<file path="config.mk">
export PLATFORM = sky130hd
export DESIGN_NAME = cla_bist_engine_flat
export DESIGN_NICKNAME = d
export VERILOG_FILES = /design/src/rtl/cla_bist_pkg.sv /design/src/rtl/cla_bist_if.sv /design/src/rtl/cla_bist_vecgen.sv /design/src/rtl/cla_bist_engine.sv /design/src/flat_wrapper.sv
export SDC_FILE = /design/constraint.sdc
export NUM_CORES = 1
export LEC_CHECK = 0
export ABC_CLOCK_PERIOD_IN_PS = 7800
export BUFFER_PORTS_ARGS = -buffer_cell sky130_fd_sc_hd__buf_2
export CAP_MARGIN = 0
export CORE_MARGIN = 2
export CORE_UTILIZATION = 60
export DETAILED_ROUTE_END_ITERATION = 12
export PLACE_DENSITY = 0.95
export SLEW_MARGIN = 15
export SYNTH_ARGS = -nofsm -noshare
export SYNTH_HDL_FRONTEND = slang
export SYNTH_SLANG_ARGS = --single-unit
export TNS_END_PERCENT = 1
</file>
<file path="constraint.sdc">
create_clock -name clk -period 7.8 [get_ports clk]
set_input_delay 1.17 -clock clk [delete_from_list [all_inputs] [get_ports clk]]
set_output_delay 1.17 -clock clk [all_outputs]
set_load 0.1 [all_outputs]
</file>
<file path="src/rtl/cla_bist_pkg.sv">
// Shared types and constants for the CLA adder self-test engine.
// Holds the FSM state encoding, default operand width and vector-count helper.
`default_nettype none

package cla_bist_pkg;

  localparam int DEFAULT_N = 8;

  typedef enum logic [1:0] {
    IDLE  = 2'd0,
    DRIVE = 2'd1,
    CHECK = 2'd2,
    DONE  = 2'd3
  } bist_state_t;

  // Number of operand pairs in a full sweep of two n-bit operands.
  function automatic longint vec_count(input int n);
    return longint'(1) << (2 * n);
  endfunction

endpackage

`default_nettype wire

</file>
<file path="src/rtl/cla_bist_if.sv">
// Operand/sum bundle between the self-test engine (master) and the adder under test (slave).
// Widths follow the operand width N of the engine it is bound to.
`default_nettype none

interface cla_bist_if #(
  parameter int N = cla_bist_pkg::DEFAULT_N
);
  logic [N-1:0] op_a;
  logic [N-1:0] op_b;
  logic [N:0]   dut_sum;

  modport master (output op_a, output op_b, input  dut_sum);
  modport slave  (input  op_a, input  op_b, output dut_sum);
endinterface

`default_nettype wire

</file>
<file path="src/rtl/cla_bist_vecgen.sv">
// Signed operand-pair generator: B is the inner counter, A the outer one.
// Stops on the last pair (both at the most positive value) and flags it.
`default_nettype none

module cla_bist_vecgen
  import cla_bist_pkg::*;
#(
  parameter int N = DEFAULT_N
) (
  input  logic         clk,
  input  logic         rst,
  input  logic         clr,
  input  logic         step,
  output logic [N-1:0] op_a,
  output logic [N-1:0] op_b,
  output logic         last_vec
);

  localparam logic [N-1:0] MIN_V = {1'b1, {(N-1){1'b0}}};
  localparam logic [N-1:0] MAX_V = {1'b0, {(N-1){1'b1}}};
  localparam logic [N-1:0] ONE_V = {{(N-1){1'b0}}, 1'b1};

  logic [N-1:0] op_a_q, op_a_d;
  logic [N-1:0] op_b_q, op_b_d;

  assign last_vec = (op_a_q == MAX_V) && (op_b_q == MAX_V);

  always_comb begin
    op_a_d = op_a_q;
    op_b_d = op_b_q;
    if (clr) begin
      op_a_d = MIN_V;
      op_b_d = MIN_V;
    end else if (step && !last_vec) begin
      if (op_b_q == MAX_V) begin
        op_b_d = MIN_V;
        op_a_d = op_a_q + ONE_V;
      end else begin
        op_b_d = op_b_q + ONE_V;
      end
    end
  end

  always_ff @(posedge clk) begin
    if (rst) begin
      op_a_q <= MIN_V;
      op_b_q <= MIN_V;
    end else begin
      op_a_q <= op_a_d;
      op_b_q <= op_b_d;
    end
  end

  assign op_a = op_a_q;
  assign op_b = op_b_q;

endmodule

`default_nettype wire

</file>
<file path="src/rtl/cla_bist_engine.sv">
// Self-test driver/checker for an N-bit signed adder: sweeps all operand pairs and counts bad sums.
// Optional macro CLA_BIST_CAPTURE_EN adds first-mismatch capture outputs first_a/first_b/first_sum.
`default_nettype none

module cla_bist_engine
  import cla_bist_pkg::*;
#(
  parameter int N      = DEFAULT_N,
  parameter int SETTLE = 1,
  parameter int ERR_W  = 2 * N + 1
) (
  input  logic             clk,
  input  logic             rst,
  input  logic             start,
  cla_bist_if.master       adder,
  output logic             busy,
  output logic             done,
  output logic             pass,
  output logic [ERR_W-1:0] err_cnt
`ifdef CLA_BIST_CAPTURE_EN
  ,
  output logic [N-1:0]     first_a,
  output logic [N-1:0]     first_b,
  output logic [N:0]       first_sum
`endif
);

  localparam int               SET_W       = (SETTLE > 1) ? $clog2(SETTLE) : 1;
  localparam logic [SET_W-1:0] SETTLE_LAST = SET_W'(SETTLE - 1);
  localparam logic [SET_W-1:0] SET_ONE     = SET_W'(1);
  localparam logic [ERR_W-1:0] ERR_ONE     = ERR_W'(1);

  bist_state_t      state_q, state_d;
  logic [SET_W-1:0] settle_q, settle_d;
  logic [ERR_W-1:0] err_q, err_d;

  logic         vec_clr;
  logic         vec_step;
  logic         last_vec;
  logic [N-1:0] op_a;
  logic [N-1:0] op_b;
  logic [N:0]   ref_sum;
  logic         mismatch;

  cla_bist_vecgen #(.N(N)) u_vecgen (
    .clk      (clk),
    .rst      (rst),
    .clr      (vec_clr),
    .step     (vec_step),
    .op_a     (op_a),
    .op_b     (op_b),
    .last_vec (last_vec)
  );

  assign adder.op_a = op_a;
  assign adder.op_b = op_b;

  // Sign-extending both operands by one bit makes the reference sum overflow-free.
  assign ref_sum  = {op_a[N-1], op_a} + {op_b[N-1], op_b};
  assign mismatch = (adder.dut_sum != ref_sum);

  always_comb begin
    state_d  = state_q;
    settle_d = settle_q;
    err_d    = err_q;
    vec_clr  = 1'b0;
    vec_step = 1'b0;
    case (state_q)
      IDLE, DONE: begin
        if (start) begin
          state_d  = DRIVE;
          settle_d = '0;
          err_d    = '0;
          vec_clr  = 1'b1;
        end
      end
      DRIVE: begin
        if (settle_q == SETTLE_LAST) begin
          state_d  = CHECK;
          settle_d = '0;
        end else begin
          settle_d = settle_q + SET_ONE;
        end
      end
      CHECK: begin
        if (mismatch) begin
          err_d = err_q + ERR_ONE;
        end
        vec_step = 1'b1;
        state_d  = last_vec ? DONE : DRIVE;
      end
      default: state_d = IDLE;
    endcase
  end

  always_ff @(posedge clk) begin
    if (rst) begin
      state_q  <= IDLE;
      settle_q <= '0;
      err_q    <= '0;
    end else begin
      state_q  <= state_d;
      settle_q <= settle_d;
      err_q    <= err_d;
    end
  end

  assign busy    = (state_q == DRIVE) || (state_q == CHECK);
  assign done    = (state_q == DONE);
  assign pass    = done && (err_q == '0);
  assign err_cnt = err_q;

`ifdef CLA_BIST_CAPTURE_EN
  logic         cap_hit_q, cap_hit_d;
  logic [N-1:0] first_a_q, first_a_d;
  logic [N-1:0] first_b_q, first_b_d;
  logic [N:0]   first_sum_q, first_sum_d;

  // Only the first bad vector of a sweep is kept; the hit flag blocks later overwrites.
  always_comb begin
    cap_hit_d   = cap_hit_q;
    first_a_d   = first_a_q;
    first_b_d   = first_b_q;
    first_sum_d = first_sum_q;
    if (vec_clr) begin
      cap_hit_d   = 1'b0;
      first_a_d   = '0;
      first_b_d   = '0;
      first_sum_d = '0;
    end else if ((state_q == CHECK) && mismatch && !cap_hit_q) begin
      cap_hit_d   = 1'b1;
      first_a_d   = op_a;
      first_b_d   = op_b;
      first_sum_d = adder.dut_sum;
    end
  end

  always_ff @(posedge clk) begin
    if (rst) begin
      cap_hit_q   <= 1'b0;
      first_a_q   <= '0;
      first_b_q   <= '0;
      first_sum_q <= '0;
    end else begin
      cap_hit_q   <= cap_hit_d;
      first_a_q   <= first_a_d;
      first_b_q   <= first_b_d;
      first_sum_q <= first_sum_d;
    end
  end

  assign first_a   = first_a_q;
  assign first_b   = first_b_q;
  assign first_sum = first_sum_q;
`endif

endmodule

`default_nettype wire
</file>
<file path="src/flat_wrapper.sv">
// flat-port wrapper written by rule: the top's interface ports become plain ports
module cla_bist_engine_flat import cla_bist_pkg::*;
#(
  parameter int N      = DEFAULT_N,
  parameter int SETTLE = 1,
  parameter int ERR_W  = 2 * N + 1
)
  (clk, rst, start, busy, done, pass, err_cnt, adder_op_a, adder_op_b, adder_dut_sum);
  cla_bist_if #(.N(N)) adder_i ();
  input  logic clk;
  input  logic rst;
  input  logic start;
  output logic busy;
  output logic done;
  output logic pass;
  output logic [ERR_W-1:0] err_cnt;
  output wire logic [$bits(adder_i.op_a)-1:0] adder_op_a;
  output wire logic [$bits(adder_i.op_b)-1:0] adder_op_b;
  input wire logic [$bits(adder_i.dut_sum)-1:0] adder_dut_sum;
  assign adder_op_a = adder_i.op_a;
  assign adder_op_b = adder_i.op_b;
  assign adder_i.dut_sum = adder_dut_sum;
  cla_bist_engine #(.N(N), .SETTLE(SETTLE), .ERR_W(ERR_W)) u_core (.clk(clk), .rst(rst), .start(start), .adder(adder_i), .busy(busy), .done(done), .pass(pass), .err_cnt(err_cnt));
endmodule
</file>
# Word level (Yosys, flattened, before mapping)
# Cells that the tools add are included.
op_classes:
  muxes: 14
  n_addsub: 5
  n_eq_ne: 9
  n_reduce_logical: 15
ops:
  columns: ["op", "count"]
  rows:
  - ["17-bit two-way mux", 2]
  - ["17-bit case mux with 2 select lines", 1]
  - ["17-bit by 1-bit adder with 17-bit output, second input constant", 1]
  - ["17-bit zero test", 1]
  - ["8-bit by 1-bit adder with 8-bit output, second input constant", 2]
  - ["8-bit by 7-bit equality test with 1-bit output, second input constant", 2]
  - ["8-bit by 8-bit adder with 9-bit output", 1]
  - ["9-bit != test", 1]
  - ["8-bit two-way mux", 1]
  - ["2-bit two-way mux", 3]
  - ["2-bit case mux with 3 select lines", 1]
  - ["2-bit AND reduction", 3]
  - ["1-bit two-way mux", 5]
  - ["2-bit equality test, second input constant", 2]
  - ["2-bit != test, second input constant", 2]
  - ["2-bit nonzero test", 2]
  - ["2-bit OR reduction", 2]
  - ["1-bit logical AND", 3]
  - ["3-bit AND reduction", 1]
  - ["2-bit by 1-bit equality test with 1-bit output, second input constant", 1]
  - ["2-bit zero test", 1]
  - ["2-bit by 1-bit != test with 1-bit output, second input constant", 1]
  - ["1-bit case mux with 2 select lines", 1]
  - ["1-bit adder, second input constant", 1]
  - ["other kinds (2)", 2]
totals:
  in_bits: 12
  ff_bits: 36
  out_inout_bits: 36

# Longest topological paths before layout
logic_depth:
  word_depth: 5
  mapped_depth: 11
  ltp_nobuf: 9

# Cells and area by module
# From an unflattened synthesis, not the netlist that was laid out.
unflattened:
  cells_unflattened: 281
  hier_area_um2: 2417.3
modules_own_cells:
  columns: ["module", "instances", "cells_per_inst", "area_per_inst_um2"]
  rows:
  - ["cla_bist_engine", 1, 188, 1544.0]
  - ["cla_bist_vecgen", 1, 93, 873.3]

# Worst setup path before layout
# OpenSTA, ideal clock, no wires.
synth_timing:
  path_kind: "register to output"
  startpoint: "register u_core.state_q[1]"
  endpoint: "output pass"
  setup_slack_ps: 1914
  required_ps: 6630
  n_path_buf: 0
  arrival_time_ps: 4716
  stages_incl_launch_ff: 5
  path_cell_list: "dfxtp_1 -> ha_1 -> nor4b_1 -> nand4_1 -> nor4b_1"
synth_between:
  elab_chain_len: 2
synth_lines:
  columns: ["element", "line_no", "text"]
  rows:
  - ["start, declared", "cla_bist_engine.sv:33", "bist_state_t state_q, state_d;"]
  - ["start signal, assigned", "cla_bist_engine.sv:102", "state_q <= state_d;"]
  - ["2-bit equality test", "cla_bist_engine.sv:109", "assign done = (state_q == DONE);"]
  - ["named net done", "flat_wrapper.sv:14", "output logic done;"]
  - ["1-bit logical AND", "cla_bist_engine.sv:110", "assign pass = done && (err_q == '0);"]
  - ["end, declared", "flat_wrapper.sv:15", "output logic pass;"]
# The timed path passes the listed nets, and every way through them passes these cells.

# Worst setup path in the final report
layout_timing:
  startpoint: "register u_core.u_vecgen.op_b_q[0] (netlist: u_core.u_vecgen.op_b[0])"
  endpoint: "register u_core.err_q[9] (netlist: u_core.err_cnt[9])"
layout_between:
  elab_chain_len: 4
layout_lines:
  columns: ["element", "line_no", "text"]
  rows:
  - ["start, declared", "cla_bist_vecgen.sv:24", "logic [N-1:0] op_b_q, op_b_d;"]
  - ["start signal, assigned", "cla_bist_vecgen.sv:50", "op_b_q <= op_b_d;"]
  - ["8-bit by 8-bit adder with 9-bit output", "cla_bist_engine.sv:59", "assign ref_sum = {op_a[N-1], op_a} + {op_b[N-1], op_b};"]
  - ["9-bit != test", "cla_bist_engine.sv:60", "assign mismatch = (adder.dut_sum != ref_sum);"]
  - ["2-bit by 1-bit != test with 1-bit output (no line)", null, null]
  - ["3-bit AND reduction (no line)", null, null]
  - ["end signal, assigned", "cla_bist_engine.sv:104", "err_q <= err_d;"]
  - ["end, declared", "cla_bist_engine.sv:35", "logic [ERR_W-1:0] err_q, err_d;"]
# Every way passes these cells.
# A chain may end at the register's enable or synchronous reset.

==> flow_summary.toml <==
[grt]
largest_net_degree_at_the_start_of_global_routing = 28
grt_pass1_wl_um = 9740
grt_overflow_total = 0
gr-usage-met1_pct = 32.7
grt.met2_usage_pct = 49.9
grt_pass1_vias = 2109
antenna_found_initial = 0
grt_use_met3_pct = 7.17
gr-usage-all-layers_pct = 28.1
grt-busiest-layer = "met2"

[floorplan]
top_level_ports = 48
fp.dieArea_um2 = 4550
initial_utilization_pct = 61.2
chipWidth_um = 67.4
std_cell_rows = 23
core_region_area_um2 = 3940
chipHeight_um = 67.4

[sta]
setup_slack_ps = 4510
final-setup-viol-count = 0
slew_violations = 0
highest_clock_frequency_the_design_can_meet_ghz = 0.304
timing_worst_slew_pin_value_ps = 984
final.period_utilization_pct = 42.1
maxSlewHeadroom_pct = 34.4
timing.clock.skew_ps = 2.98
rsz_0062_raised_after_global_routing = "false"
timing.setup.tns_ps = 0
finalWorstPathRequiredPeriod_ps = 3290
hold_viol = 0

[finish]
final_layout_size_suffix_gt1_share_pct = 21.5
final_net_count = 353
area_growth_pct = 12.9
layout.filler_cells = 298
antenna_cells_inserted = 0
multi_input_area_um2 = 1570
sequential_cell_area_um2 = 701

[clock_tree]
clock_tree.htree_level_count = 2
post_cts_resize_count = 0
tritoncts.num_buffers = 5
clk_pin_slew_worst_paths_ps = 70
worst_skew_pair.late_latency_ps = 290
maximum_buffer_depth_of_the_clock_tree = 2
numClockSinks = 35
cts-hold-fix-buffers = 0
post-cts-setup-buffers = 0
cts-root-buf = "sky130_fd_sc_hd__clkbuf_8"
tritoncts = "built"

[synth]
yosysMostFrequentCell = "sky130_fd_sc_hd__dfxtp_1"
synth_top_flop_cell = "sky130_fd_sc_hd__dfxtp_1"
ys_warn_count = 0
post-synth-top-area-cell = "sky130_fd_sc_hd__dfxtp_1"
postSynthNetCount = 311
number_of_synthesized_flops_with_an_enable_pin = 0
synth_area_leaders = "sky130_fd_sc_hd__dfxtp_1 (29%), sky130_fd_sc_hd__ha_1 (7.8%), sky130_fd_sc_hd__xnor2_1 (6.2%)"
synth_cells = 283
postSynthRegisterBits = 35
syn_area_per_cell_um2 = 8.53
synth.top_cells.by_count = "sky130_fd_sc_hd__dfxtp_1 (35), sky130_fd_sc_hd__nor2_1 (29), sky130_fd_sc_hd__nand3_1 (23)"
async_reset_ff_share_pct = 0
synthesis.area_um2 = 2410
yosys.cell_types.count = 52
proportion_of_synthesized_chip_area_in_sequential_cells_pct = 29.0
synth.top_cell.area_share_pct = 29.0

[critical_path]
timing.critical_path.from_type = "flop"
timing.critical_path.slowest_stage_cell = "sky130_fd_sc_hd__and4_1"
critical_path_peak_fanout = 17
critical-path-max-stage-delay_ps = 710
rr_startpoint = "u_core.u_vecgen.op_b[0]$_SDFFE_PP0P_"
cp-startpoint = "u_core.u_vecgen.op_b[0]$_SDFFE_PP0P_"
critical_path_class = "reg2reg"
path_delay_family = "compound AO/OA/AOI/OAI gates"
worstPathRequired_ps = 7990
arrival_ps = 3470
cell_chain_of_the_critical_path = "ha_1 -> fa_1 -> a211oi_2 -> o21ai_0 -> a211o_1 -> nor4_4 -> and4_1 -> a211oi_1 -> o32ai_1"
path_buf_inv = 0
worstSetupEndpointType = "flop"

[power_and_ir_drop]
power_density_nw_per_um2 = 142
power_leakage_nw = 1.07
vdd_ir_drop_max_uv = 119

[place]
dpl.hpwl_um = 4270
place.port_buffers = 47
dp_worst_setup_slack_ps = 4400
gp_congestion = 0.892

[worst_hold_path]
hold_path_class = "reg2reg"
origin_of_the_worst_min_delay_path = "u_core.err_cnt[16]$_SDFFE_PP0P_"

[detailed_routing]
via_per_inst = 6.19
detailed_router_s_first_iteration_violation_count = 185
route.vias.total = 2320
route.detailed.wl_per_inst_um = 15.6
totalWireLength_um = 5850
antenna_violating_nets_post_route = 0
detailedRoute.firstPassIterationCount = 4
drt_drc_violations_left = 0

[run_status]
outcome = "completed"

[job]
cap_viol_max_count = 0
-- metrics by stage --
step,power (mW),hold WS (ps),util (%),cells,instance area [um^2]
2_1_floorplan,0.243,479,-,283,2410
3_3_place_gp,0.254,505,66.9,368,2640
3_5_place_dp,0.255,522,66.9,368,2640
4_1_cts,0.390,532,69.1,375,2720
5_1_grt,0.404,556,69.1,375,2720
6_report,0.388,528,69.1,375,2720
-- area by class of cell --
class / count / area share (%)
multi-input combinational: 218 / 57.6
sequential: 35 / 25.7
timing repair buffer: 47 / 8.64
clock buffer: 6 / 3.03
inverter: 18 / 2.48
tap: 50 / 2.30
clock inverter: 1 / 0.184
-- layer usage --
layer	vias to the layer above	routed length, um
met5	-	0
met4	0	129
met3	15	323
met2	90	3010
met1	1092	2390
li1	1123	-
-- worst register-to-register path, cell delays in order, from the launching register on --
cell,delay (ps)
sky130_fd_sc_hd__dfxtp_1,390
sky130_fd_sc_hd__ha_1,260
sky130_fd_sc_hd__fa_1,440
sky130_fd_sc_hd__a211oi_2,310
sky130_fd_sc_hd__o21ai_0,140
sky130_fd_sc_hd__a211o_1,340
sky130_fd_sc_hd__nor4_4,180
sky130_fd_sc_hd__and4_1,710
sky130_fd_sc_hd__a211oi_1,110
sky130_fd_sc_hd__o32ai_1,310
-- path summary, 6_finish.rpt --
kind / slack, ps / depth (start not counted) / end
setup / recovery: 4510 / 9 / u_core.err_cnt[9]$_SDFFE_PP0P_
hold reg to reg: 530 / 2 / u_core.err_cnt[16]$_SDFFE_PP0P_
hold / removal: 530 / 2 / u_core.err_cnt[16]$_SDFFE_PP0P_
setup reg to reg: 4510 / 9 / u_core.err_cnt[9]$_SDFFE_PP0P_
-- sequential cells by signal (all words and copies together) (netlist names) --
register,flops
u_core.state_q,2
u_core.err_cnt,17
u_core.u_vecgen.op_b,8
u_core.u_vecgen.op_a,8
-- cells in the final DEF (no fill, tap or decap), types with 3 or more instances in the layout --
cell,n
sky130_fd_sc_hd__nand3_1,23
sky130_fd_sc_hd__and3_1,4
sky130_fd_sc_hd__buf_2,47
sky130_fd_sc_hd__a211oi_2,6
sky130_fd_sc_hd__o21ai_0,9
sky130_fd_sc_hd__xor2_1,9
sky130_fd_sc_hd__nor3_1,7
sky130_fd_sc_hd__ha_1,15
sky130_fd_sc_hd__clkbuf_8,6
sky130_fd_sc_hd__o21bai_1,3
sky130_fd_sc_hd__xnor2_1,17
sky130_fd_sc_hd__o32ai_2,5
sky130_fd_sc_hd__nor4_1,3
sky130_fd_sc_hd__o21ai_1,3
sky130_fd_sc_hd__inv_1,18
sky130_fd_sc_hd__o311ai_1,5
sky130_fd_sc_hd__a211oi_1,5
sky130_fd_sc_hd__o32ai_1,3
sky130_fd_sc_hd__nand2_1,16
sky130_fd_sc_hd__nand4_1,5
sky130_fd_sc_hd__dfxtp_1,35
sky130_fd_sc_hd__a21oi_1,7
sky130_fd_sc_hd__nor2b_1,5
sky130_fd_sc_hd__or3_1,10
sky130_fd_sc_hd__nor2_1,29
-- power breakdown --
group | internal, mW | switching (mW) | leakage (nW) | total, mW
Combinational | 0.0206 | 0.0490 | 0.738 | 0.0695
Clock | 0.0693 | 0.0669 | 0.0470 | 0.136
Sequential | 0.180 | 0.00195 | 0.282 | 0.182
Total | 0.270 | 0.118 | 1.07 | 0.388
-- cells by family after synthesis --
group	Yosys count	synth area share, %
mux	1	0.415
flops	35	29.0
compound gates	64	22.7
fa+ha+maj	16	8.61
xor+xnor	26	9.44
simple gates	111	23.9
buf+inv	30	5.91
Note: power is estimated with default switching activity, not from simulation.
